### config.mk
export PLATFORM = sky130hd
export DESIGN_NAME = multicycle_control
export DESIGN_NICKNAME = d
export VERILOG_FILES = /design/src/rtl/multicycle_control_pkg.sv /design/src/rtl/multicycle_control_mem_wait_timer.sv /design/src/rtl/multicycle_control.sv
export SDC_FILE = /design/constraint.sdc
export NUM_CORES = 1
export LEC_CHECK = 0
export BUFFER_PORTS_ARGS = -buffer_cell sky130_fd_sc_hd__buf_4
export CORE_UTILIZATION = 25
export CTS_CLUSTER_SIZE = 24
export DETAILED_ROUTE_END_ITERATION = 8
export GPL_TIMING_DRIVEN = 0
export HOLD_SLACK_MARGIN = 0.02
export PLACE_DENSITY_LB_ADDON = 0.25
export SLEW_MARGIN = 25
export SYNTH_ARGS = -nofsm -noshare
export SYNTH_HDL_FRONTEND = slang
export SYNTH_SLANG_ARGS = --single-unit
export TNS_END_PERCENT = 30
### constraint.sdc
create_clock -name Clk -period 2.5 [get_ports Clk]
set_input_delay 0.375 -clock Clk [delete_from_list [all_inputs] [get_ports Clk]]
set_output_delay 0.375 -clock Clk [all_outputs]
set_load 0.03 [all_outputs]
### src/rtl/multicycle_control_pkg.sv
// Shared encodings for the multi-cycle MIPS control unit: opcodes, FSM states
// and datapath mux select values.
package mips_ctrl_pkg;

  localparam logic [5:0] OP_RTYPE = 6'b000000;
  localparam logic [5:0] OP_LW    = 6'b100011;
  localparam logic [5:0] OP_SW    = 6'b101011;
  localparam logic [5:0] OP_BEQ   = 6'b000100;
  localparam logic [5:0] OP_J     = 6'b000010;

  typedef enum logic [3:0] {
    S_FETCH   = 4'd0,
    S_DECODE  = 4'd1,
    S_MEMADR  = 4'd2,
    S_MEMRD   = 4'd3,
    S_MEMWB   = 4'd4,
    S_MEMWR   = 4'd5,
    S_EXEC    = 4'd6,
    S_RTYPEWB = 4'd7,
    S_BRANCH  = 4'd8,
    S_JUMP    = 4'd9,
    S_TRAP    = 4'd10
  } state_e;

  localparam logic [1:0] ALUOP_ADD   = 2'b00;
  localparam logic [1:0] ALUOP_SUB   = 2'b01;
  localparam logic [1:0] ALUOP_FUNCT = 2'b10;

  localparam logic [1:0] SRCB_B       = 2'b00;
  localparam logic [1:0] SRCB_FOUR    = 2'b01;
  localparam logic [1:0] SRCB_IMM     = 2'b10;
  localparam logic [1:0] SRCB_IMM_SH2 = 2'b11;

  localparam logic [1:0] PCSRC_ALU    = 2'b00;
  localparam logic [1:0] PCSRC_ALUOUT = 2'b01;
  localparam logic [1:0] PCSRC_JUMP   = 2'b10;

  // States that sit on the memory handshake and are covered by the wait timer.
  function automatic logic is_wait_state(input state_e s);
    return (s == S_FETCH) || (s == S_MEMRD) || (s == S_MEMWR);
  endfunction

endpackage

### src/rtl/multicycle_control_mem_wait_timer.sv
// Saturating memory wait counter; flags the wait cycle that exhausts the
// MEM_TIMEOUT budget so the FSM can trap instead of holding.
module mem_wait_timer #(
  parameter int MEM_TIMEOUT = 15,
  parameter int TIMEOUT_W   = 4
) (
  input  logic clk,
  input  logic rst_n,
  input  logic clear,
  input  logic inc,
  output logic expire
);

  localparam logic [TIMEOUT_W-1:0] CNT_MAX   = '1;
  localparam bit                   ENABLED   = (MEM_TIMEOUT > 0);
  localparam logic [TIMEOUT_W-1:0] LAST_WAIT = ENABLED ? TIMEOUT_W'(MEM_TIMEOUT - 1) : '0;

  logic [TIMEOUT_W-1:0] count_q, count_d;

  always_comb begin
    count_d = count_q;
    if (clear) begin
      count_d = '0;
    end else if (inc && (count_q != CNT_MAX)) begin
      count_d = count_q + 1'b1;
    end
  end

  // The wait that would bring the count to MEM_TIMEOUT is the last one allowed.
  assign expire = ENABLED && inc && (count_q == LAST_WAIT);

  always_ff @(posedge clk) begin
    if (!rst_n) begin
      count_q <= '0;
    end else begin
      count_q <= count_d;
    end
  end

endmodule

### src/rtl/multicycle_control.sv
// Moore control FSM for the multi-cycle MIPS datapath (R-type, lw, sw, beq, j)
// with memory-ready handshake, sticky illegal-opcode and bus-timeout traps.
module multicycle_control
  import mips_ctrl_pkg::*;
#(
  parameter int MEM_TIMEOUT = 15,
  parameter int TIMEOUT_W   = 4
) (
  input  logic       Clk,
  input  logic       ResetN,
  input  logic [5:0] Opcode,
  input  logic       MemReady,
  output logic       PCWrite,
  output logic       PCWriteCond,
  output logic       IorD,
  output logic       MemRead,
  output logic       MemWrite,
  output logic       IRWrite,
  output logic       MemtoReg,
  output logic       RegDst,
  output logic       RegWrite,
  output logic       ALUSrcA,
  output logic [1:0] ALUSrcB,
  output logic [1:0] ALUOp,
  output logic [1:0] PCSource,
  output logic       InstrDone,
  output logic       Illegal,
  output logic       BusErr,
  output logic [3:0] State
);

  state_e state_q, state_d;
  logic   illegal_q, illegal_d;
  logic   bus_err_q, bus_err_d;
  logic   wait_inc, wait_clear, wait_expire;

  assign wait_inc   = is_wait_state(state_q) && !MemReady;
  assign wait_clear = is_wait_state(state_d) && (state_d != state_q);

  mem_wait_timer #(
    .MEM_TIMEOUT(MEM_TIMEOUT),
    .TIMEOUT_W  (TIMEOUT_W)
  ) u_wait_timer (
    .clk   (Clk),
    .rst_n (ResetN),
    .clear (wait_clear),
    .inc   (wait_inc),
    .expire(wait_expire)
  );

  always_comb begin
    state_d   = state_q;
    illegal_d = illegal_q;
    bus_err_d = bus_err_q;
    case (state_q)
      S_FETCH: begin
        if (MemReady) begin
          state_d = S_DECODE;
        end else if (wait_expire) begin
          state_d   = S_TRAP;
          bus_err_d = 1'b1;
        end
      end
      S_DECODE: begin
        case (Opcode)
          OP_RTYPE:     state_d = S_EXEC;
          OP_LW, OP_SW: state_d = S_MEMADR;
          OP_BEQ:       state_d = S_BRANCH;
          OP_J:         state_d = S_JUMP;
          default: begin
            state_d   = S_TRAP;
            illegal_d = 1'b1;
          end
        endcase
      end
      S_MEMADR: begin
        if (Opcode == OP_LW) begin
          state_d = S_MEMRD;
        end else if (Opcode == OP_SW) begin
          state_d = S_MEMWR;
        end else begin
          state_d   = S_TRAP;
          illegal_d = 1'b1;
        end
      end
      S_MEMRD: begin
        if (MemReady) begin
          state_d = S_MEMWB;
        end else if (wait_expire) begin
          state_d   = S_TRAP;
          bus_err_d = 1'b1;
        end
      end
      S_MEMWR: begin
        if (MemReady) begin
          state_d = S_FETCH;
        end else if (wait_expire) begin
          state_d   = S_TRAP;
          bus_err_d = 1'b1;
        end
      end
      S_MEMWB, S_RTYPEWB, S_BRANCH, S_JUMP: state_d = S_FETCH;
      S_EXEC:  state_d = S_RTYPEWB;
      S_TRAP:  state_d = S_TRAP;
      default: begin
        state_d   = S_TRAP;
        illegal_d = 1'b1;
      end
    endcase
  end

  // Reset gates the whole decode so nothing is asserted in a reset cycle.
  always_comb begin
    PCWrite     = 1'b0;
    PCWriteCond = 1'b0;
    IorD        = 1'b0;
    MemRead     = 1'b0;
    MemWrite    = 1'b0;
    IRWrite     = 1'b0;
    MemtoReg    = 1'b0;
    RegDst      = 1'b0;
    RegWrite    = 1'b0;
    ALUSrcA     = 1'b0;
    ALUSrcB     = SRCB_B;
    ALUOp       = ALUOP_ADD;
    PCSource    = PCSRC_ALU;
    InstrDone   = 1'b0;
    Illegal     = 1'b0;
    BusErr      = 1'b0;
    State       = S_FETCH;
    if (ResetN) begin
      Illegal = illegal_q;
      BusErr  = bus_err_q;
      State   = state_q;
      case (state_q)
        S_FETCH: begin
          MemRead = 1'b1;
          ALUSrcB = SRCB_FOUR;
          IRWrite = MemReady;
          PCWrite = MemReady;
        end
        S_DECODE: ALUSrcB = SRCB_IMM_SH2;
        S_MEMADR: begin
          ALUSrcA = 1'b1;
          ALUSrcB = SRCB_IMM;
        end
        S_MEMRD: begin
          MemRead = 1'b1;
          IorD    = 1'b1;
        end
        S_MEMWB: begin
          RegWrite  = 1'b1;
          MemtoReg  = 1'b1;
          InstrDone = 1'b1;
        end
        S_MEMWR: begin
          MemWrite  = 1'b1;
          IorD      = 1'b1;
          InstrDone = MemReady;
        end
        S_EXEC: begin
          ALUSrcA = 1'b1;
          ALUOp   = ALUOP_FUNCT;
        end
        S_RTYPEWB: begin
          RegWrite  = 1'b1;
          RegDst    = 1'b1;
          InstrDone = 1'b1;
        end
        S_BRANCH: begin
          ALUSrcA     = 1'b1;
          ALUOp       = ALUOP_SUB;
          PCWriteCond = 1'b1;
          PCSource    = PCSRC_ALUOUT;
          InstrDone   = 1'b1;
        end
        S_JUMP: begin
          PCWrite   = 1'b1;
          PCSource  = PCSRC_JUMP;
          InstrDone = 1'b1;
        end
        default: ;
      endcase
    end
  end

  always_ff @(posedge Clk) begin
    if (!ResetN) begin
      state_q   <= S_FETCH;
      illegal_q <= 1'b0;
      bus_err_q <= 1'b0;
    end else begin
      state_q   <= state_d;
      illegal_q <= illegal_d;
      bus_err_q <= bus_err_d;
    end
  end

endmodule

==> Word level (Yosys, flattened, before mapping) <==
Cells that the tools add are included.
{ "word_totals": {"regBits": 10, "input_bits": 9, "output_inout_bits": 23, "elab_cells": 97} }
{ "op_classes": {"add_sub_neg": 1, "n_eq_ne": 22, "mux": 43, "bitwise_logic": 3, "n_reduce_logical": 24} }
{ "ops": {"columns": ["operator", "n"], "rows": [
  ["$mux W4", 7],
  ["$pmux W4 S7", 1],
  ["$mux W1", 25],
  ["$eq A4 B3 Y1 const B", 5],
  ["$eq A4 B4 Y1 const B", 4],
  ["$pmux W4 S4", 1],
  ["$eq A4 B2 Y1 const B", 3],
  ["$eq A6 B6 Y1 const B", 2],
  ["$reduce_or A2 Y1", 5],
  ["$reduce_or A9 Y1", 1],
  ["$logic_not A4 Y1", 2],
  ["$pmux W2 S2", 2],
  ["$eq A6 B2 Y1 const B", 1],
  ["$eq A6 B3 Y1 const B", 1],
  ["$logic_not A6 Y1", 1],
  ["$mux W2", 3],
  ["$ne A2 B2 Y1 const B", 3],
  ["$pmux W2 S3", 1],
  ["$reduce_or A3 Y1", 2],
  ["$reduce_or A5 Y1", 1],
  ["$add A4 B1 Y4 const B", 1],
  ["$eq A4 B1 Y1 const B", 1],
  ["$logic_and A1 B1 Y1", 4],
  ["$logic_or A1 B1 Y1", 4],
  ["9 further kinds", 12]
]} }

==> Logic depth before layout (Yosys ltp) <==
Gate-level depths: netlist of run 1.
{ "depth": {"word_depth": 13, "ltp_mapped": 8, "mapped_depth_nobuf": 8} }

==> By module <==
From an unflattened synthesis of run 1, not the netlist that was laid out.
{ "hier_totals": {"hier_cells": 146, "area_unflattened_um2": 1129.8} }
{ "by_module_without_submodules": {"columns": ["module", "instances", "cells_per_inst", "area_each_um2", "seq_area_each_um2"], "rows": [
  ["multicycle_control", 1, 123, 919.6, 120.1],
  ["mem_wait_timer", 1, 23, 210.2, 80.1]
]} }

==> Least setup slack after synthesis of run 1 <==
Ideal clock, no wire load.
{ "synth_timing": {"path_type": "reg-to-output", "start": "register state_q[1]", "end": "output PCWrite", "t_arrival_ps": 2277, "required_time_ps": 2125, "setup_slack_ps": -152, "stages_incl_launch_ff": 7, "n_path_buf": 2, "path_cell_list": "dfxtp_1 buf_6 buf_2 nor3_1 and2_1 nor3b_1 or2_2"} }
{ "synth_between": {"elab_chain_len": 3, "word_cells_on_any_way": 4, "cone_classes": "eq/ne: 1; mux: 2; reduce/logical: 1"} }
{ "synth_rtl": {"columns": ["item", "line", "text"], "rows": [
  ["start, declared", "multicycle_control.sv:32", "state_e state_q, state_d;"],
  ["start signal, assigned", "multicycle_control.sv:193", "state_q <= state_d;"],
  ["$eq A4 B4 Y1 / $logic_not A4 Y1 (equally long branches)", "multicycle_control.sv:135", "case (state_q)"],
  ["$pmux W1 S2 *", "multicycle_control.sv:135", null],
  ["$mux W1 *", "multicycle_control.sv:131", "if (ResetN) begin"],
  ["end, declared", "multicycle_control.sv:13", "output logic PCWrite,"]
]} }
Mark *: on every way between the ends. The rest lies on a longest branch, timed or not.

==> Final worst setup path of run 1 <==
{ "layout_timing": {"start": "register state_q[1]", "end": "output InstrDone"} }
{ "layout_between": {"elab_chain_len": 4, "word_cells_on_any_way": 8, "cone_classes": "eq/ne: 5; mux: 2; reduce/logical: 1"} }
{ "layout_rtl": {"columns": ["item", "line", "text"], "rows": [
  ["$eq A4 B3 Y1 / $eq A4 B4 Y1 (equally long branches)", "multicycle_control.sv:135", null],
  ["$reduce_or A4 Y1 (no source line)", null, null],
  ["$pmux W1 S2 *", "multicycle_control.sv:135", null],
  ["$mux W1 *", "multicycle_control.sv:131", null],
  ["end, declared", "multicycle_control.sv:26", "output logic InstrDone,"]
]} }
Marks and branches as above.

==> run_results.csv, run 1 <==
group,metric,value,unit
setup_path,cpMaxStageDelayCell,"clkbuf_1",
placement,io_buffers,30,
synthesis,synthFlopType,"dfxtp_1",
floorplan,initial_core_util,0.260,
floorplan,core,0.00435,mm²
synthesis,syn_avg_cell_area,7.03,µm²
route,ant_nets,0,
setup_path,crit_required,2.12,ns
clock_tree,clock-sinks,10,
placement,gp_congestion,0.814,
setup_path,crit_path_max_fanout,10,
finish,diodes,0,
synthesis,yosys.area_share.simple,0.434,
floorplan,dieHeight,69.3,µm
placement,dpl-instance-area,0.00143,mm²
pwr,leakagePower,0.610,nW
clock_tree,numCtsBuffers,3,
synthesis,ys_types,53,
pwr,finalPower,0.863,mW
timing,slew_viol_final,0,
clock_tree,cts_tree,"yes",
synthesis,synth_compound_area_frac,0.232,
finish,fin_nets,207,
synthesis,synth_area,0.00113,mm²
global_route,grt_max_degree,11,
synthesis,yosysWarnings,0,
run,max-cap-violations,0,
floorplan,die_w,69.3,µm
setup_path,crit_top_cell,"o21ai_0",
timing,fmax,444,MHz
timing,setup_slack,0.250,ns
synthesis,synth_xor_area_frac,0.0309,
floorplan,pin_count,32,
timing,worst_pin_slew,0.409,ns
floorplan,rows,24,
min_path,holdPathEnd,"bus_err_q",
setup_path,cp_cell_sequence,"buf_6 -> buf_2 -> clkbuf_1 -> o21ai_0 -> o21ai_0 -> nand3b_1 -> a21oi_1 -> buf_4",
route,drtPass1Iterations,4,
finish,design_area,0.00147,mm²
clock_tree,clock_path_buffers,2,
outcome,outcome,"finished, final reports clean",
timing,finalClockSkew,0.00102,ns
route,route.detailed.vias_per_inst,5.20,
clock_tree,clock_latency,0.23,ns
setup_path,crit_path_end_kind,"output port",
setup_path,cp-start-kind,"register",
setup_path,critPathKind,"reg -> out",
timing,hold-worst-slack,0.465,ns
min_path,worstHoldPathType,"reg -> reg",
finish,final_cells,246,
setup_path,cp.arrival,1.87,ns
global_route,grt_pass1_vias,1139,
pwr,p_per_area,588,mW/mm²
route,vias,1280,
placement,place_hpwl,2470,µm
timing,hold_viol_final,0,
min_path,hold_depth,2,
setup_path,r2r_setup_slack,0.69,ns
synthesis,netlist_instances,161,
finish,layout-drive-gt1-share,0.263,
timing,setup_viol,0,
clock_tree,clkTransAtPathRegs,0.05,ns
finish,area_growth,29.7,%
route,drt_iter0_drc,91,
clock_tree,post-cts-setup-buffers,0,
global_route,grt.total_usage,0.135,
pwr,peakVddDrop,0.000183,V
clock_tree,cts_resized,0,
clock_tree,htreeDepth,1,
placement,place_ws,0.467,ns
placement,place_inst,243,
global_route,grt_antenna_before_repair,0,
synthesis,synth_seq_cells,10,
synthesis,synth-seq-area-share,0.177,
synthesis,synth_nets,172,
synthesis,synthArstFlopShare,0,
global_route,grt_pass1_wl,5390,µm
route,routed_wl,3200,µm
clock_tree,holdBufCountCts,0,
route,post_drt_wl_per_cell,13.0,µm
synthesis,synth_top_family_by_area,"simple AND/OR/NAND/NOR gates",
clock_tree,root_buffer,"clkbuf_8",
synthesis,synth_adder_area_share,0.0221,
timing,period_needed,2.25,ns
floorplan,die_area,0.00480,mm²
synthesis,synth_edf_count,0,
synthesis,synthMuxAreaShare,0.0254,
global_route,grt_overflow,0,
timing,slew_headroom,0.721,
setup_path,cp_slowest_stage_delay,0.34,ns
timing,rsz0062_at_grt,"false",
route,drc,0,
min_path,hp-start,"bus_err_q",
setup_path,reg2reg_depth,6,
setup_path,rr_startpoint,"state_q[2]",
timing,post-route-period-util,0.900,
setup_path,r2r_end,"u_wait_timer.count_q[3]",
-- synth_stat cells (3+ instances only) --
cell	count	area (µm²)
clkbuf_1	3	11.3
nor3_1	5	25.0
nor2b_1	3	18.8
nand2_1	16	60.1
nand3b_1	3	22.5
buf_2	5	25.0
nor2_1	17	63.8
nand2b_1	4	25.0
a31oi_1	5	31.3
o21ai_1	6	30.0
o21ai_0	3	15.0
nand4_1	3	18.8
a211oi_1	3	22.5
inv_1	4	15.0
nand3_1	8	40.0
dfxtp_1	10	200
and2_1	8	50.1
a21oi_1	7	35.0
-- area by class of cell --
type / instances / area [µm²]
fillers: 486 / 2890
multi-input cells: 134 / 848
repair buffers: 30 / 225
flip-flops and latches: 10 / 200
plain buffers: 12 / 70.1
well taps: 52 / 65.1
clock buffers: 3 / 41.3
inverters: 5 / 18.8
-- placed cells by master (no fill, tap or decap), drive strengths merged, types with 2 or more instances in the layout --
cell,count
nand4,3
buf,39
nand2b,4
nand3,8
xor2,2
nor3,5
o21ai,10
nor4,3
a21oi,8
and3,2
o211ai,2
nor4b,2
xnor2,2
dfxtp,10
inv,4
and2,8
a211oi,3
a211o,2
nor3b,2
a31oi,5
clkbuf,6
nand3b,3
nor2b,3
ha,2
nand2,16
or2,4
nor2,17
and2b,2
or3,2
nand4b,2
-- how the worst max path moves through the flow --
stage | start | endpoint | slack (ns) | depth (start not counted)
floorplan | state_q[2] | RegWrite | -0.04 | 5
detailed placement | ResetN | MemRead | 0.47 | 5
finish | state_q[1] | InstrDone | 0.25 | 8
CTS | state_q[1] | InstrDone | 0.21 | 8
global route | state_q[0] | InstrDone | 0.06 | 7
global placement | ResetN | MemRead | 0.41 | 5
-- through the flow --
step	TNS [ns]	util
after global placement	0	0.328
after CTS	0	0.337
after floorplan	-0.0431	-
final	0	0.337
after global routing	0	0.337
after detailed placement	0	0.328
-- worst max-delay path, delay by kind of cell (launching register included) --
| kind | cells | cell delay [ns] |
|---|---|---|
| flops | 1 | 0.32 |
| simple gates | 1 | 0.09 |
| buf+inv | 4 | 0.87 |
| compound gates | 3 | 0.36 |
-- layer usage --
metal  vias up  GRT usage  routed length, µm
li1        649          -                  -
met1       592      0.183               1550
met2        35      0.221               1480
met3         4     0.0247                143
met4         0     0.0295                 37
met5         -          0                  0
-- power by group --
part	switching, mW	total [mW]	leakage [nW]	internal [mW]
sequential	0.0244	0.212	0.0816	0.188
combinational	0.293	0.489	0.507	0.196
clock	0.0572	0.162	0.0216	0.105
-- kinds of logic after synthesis --
kind of cell	Yosys count
simple gates	87
xor+xnor	4
flops	10
buf+inv	17
mux	2
fa+ha+maj	2
compound gates	39
-- registers in the layout (all words and copies together) (netlist names) --
name and flops:
illegal_q 1, state_q 4, u_wait_timer.count_q 4, bus_err_q 1
Note: power is estimated with default switching activity, not from simulation.
==> inputs of run 2 (changes only) <==
clock period = 2.2 ns   (was 2.5 ns; I/O delays follow)
==> run 2 against run 1 <==
  * First-iteration DRC count rose by 14%
  * Sequential power rose by 14%
  * Global-route usage rose by 0.69 points
  * Core utilization rose by 0.72 points
  * Worst setup slack got worse by 0.15 ns
  * Count of clock-buffer cells in the layout rose by 1
  * Clock power rose by 48%
  * Non-clock buffer count fell by 1
  * Clock skew barely moved
  * Sequential share of layout area fell by 0.28 points
  * Largest power group unchanged
==> run_results.csv, run 2 (synthesis results as in run 1) <==
group,metric,value,unit
setup_path,crit_path_max_fanout,10,
route,drc,0,
finish,final_cell_mix,"buf_4, nor2_1, nand2_1",
timing,hold_viol_final,0,
pwr,leakagePower,0.627,nW
finish,reg_top3,"state_q: 4 flops, u_wait_timer.count_q: 4 flops",
timing,post-route-period-util,0.956,
pwr,peakVddDrop,0.000178,V
placement,place_hpwl,2450,µm
setup_path,cp-start-kind,"register",
route,drt_iter0_drc,104,
finish,post-route-util,0.345,
global_route,grt_pass1_vias,1204,
global_route,grt_antenna_before_repair,0,
clock_tree,post-cts-setup-buffers,0,
floorplan,pin_count,32,
finish,fin_nets,206,
clock_tree,clkTransAtPathRegs,0.05,ns
clock_tree,cts_tree,"yes",
floorplan,dieHeight,69.3,µm
setup_path,cp.arrival,1.77,ns
timing,slew_viol_final,0,
timing,period_needed,2.10,ns
global_route,grt_max_degree,20,
timing,finalClockSkew,0.000616,ns
route,route.detailed.vias_per_inst,5.40,
global_route,grt_pass1_wl,5620,µm
timing,worst_pin_slew,0.479,ns
placement,gp_congestion,0.808,
clock_tree,htreeDepth,1,
outcome,outcome,"finished, final reports clean",
floorplan,die_w,69.3,µm
clock_tree,clock_path_buffers,2,
clock_tree,root_buffer,"clkbuf_8",
clock_tree,cts_resized,1,
finish,area_growth,32.5,%
floorplan,rows,24,
finish,diodes,0,
setup_path,crit_path_end_kind,"output port",
route,post_drt_wl_per_cell,13.1,µm
pwr,finalPower,1.05,mW
pwr,p_per_area,699,mW/mm²
timing,slew_headroom,0.673,
clock_tree,holdBufCountCts,0,
clock_tree,clock-sinks,10,
finish,layout_commonest_cell,"buf_4",
run,max-cap-violations,0,
global_route,grt.total_usage,0.141,
timing,rsz0062_at_grt,"false",
finish,layout-drive-gt1-share,0.284,
floorplan,core,0.00435,mm²
setup_path,crit_required,1.87,ns
clock_tree,numCtsBuffers,3,
global_route,grt_overflow,0,
route,routed_wl,3220,µm
placement,io_buffers,30,
route,ant_nets,0,
floorplan,initial_core_util,0.260,
route,vias,1328,
timing,setup_viol,0,
timing,fmax,476,MHz
setup_path,critPathKind,"reg -> out",
floorplan,die_area,0.00480,mm²
route,drtPass1Iterations,4,
min_path,worstHoldPathType,"in -> reg",
clock_tree,clock_latency,0.24,ns
==> run 2: cell types whose count changed in the layout (fill, tap and decap cells not counted) <==
| cell | previous run | this run |
|---|---|---|
| clkbuf_2 | 0 | 1 |
| buf_2 | 5 | 3 |
| nor3_1 | 5 | 4 |
| clkbuf_8 | 3 | 4 |
| clkbuf_4 | 0 | 3 |
| buf_1 | 1 | 0 |
| nor3b_4 | 0 | 1 |
| nor3b_2 | 1 | 0 |
| clkbuf_1 | 3 | 1 |
| nor3_2 | 0 | 1 |
==> run 2: critical path, cell delays in order, from the launching register on <==
cell and delay (ns):
dfxtp_1 0.42, clkbuf_4 0.27, nor3_1 0.08, and2_1 0.17, nor3b_4 0.15, or2_2 0.27
buf_4 0.17
==> run 2: area by class of cell <==
type,instances,area (µm²)
Tap cell,52,65.1
Inverter,5,18.8
Fill cell,469,2850
Buffer,11,76.3
Sequential cell,10,200
Clock buffer,4,55.1
Multi-Input combinational cell,134,860
Timing Repair Buffer,30,225
==> run 2: path summary, 6_finish.rpt <==
| check | start | endpoint | slack, ns | cells after the start |
|---|---|---|---|---|
| setup / recovery | state_q[2] | PCWrite | 0.1 | 6 |
| hold / removal | Opcode[3] | state_q[2] | 0.45 | 4 |
| setup reg to reg | state_q[0] | u_wait_timer.count_q[0] | 0.33 | 7 |
| hold reg to reg | bus_err_q | bus_err_q | 0.47 | 2 |
==> run 2: where the power goes <==
group	internal (mW)	total, mW	switching, mW	leakage (nW)
registers	0.213	0.241	0.0280	0.0816
clock network	0.158	0.239	0.0808	0.0288
logic	0.230	0.568	0.338	0.516
==> run 2: metal layers <==
metal | GRT usage | routed length (µm) | up-vias
met4 | 0.0771 | 97 | 0
met2 | 0.229 | 1500 | 46
met5 | 0 | 0 | -
met1 | 0.183 | 1460 | 618
met3 | 0.0160 | 165 | 9
li1 | - | - | 655
==> run 2: through the flow <==
step,std cells,hold WS [ns],setup WS (ns),instance area [µm²],setup TNS [ns]
3_5_place_dp,243,0.460,0.160,1440,0
3_3_place_gp,243,0.447,0.194,1440,0
5_1_grt,246,0.481,0.00365,1500,0
6_report,246,0.449,0.0978,1500,0
4_1_cts,246,0.452,0.0186,1490,0
2_1_floorplan,161,0.432,-0.0687,1150,-0.122
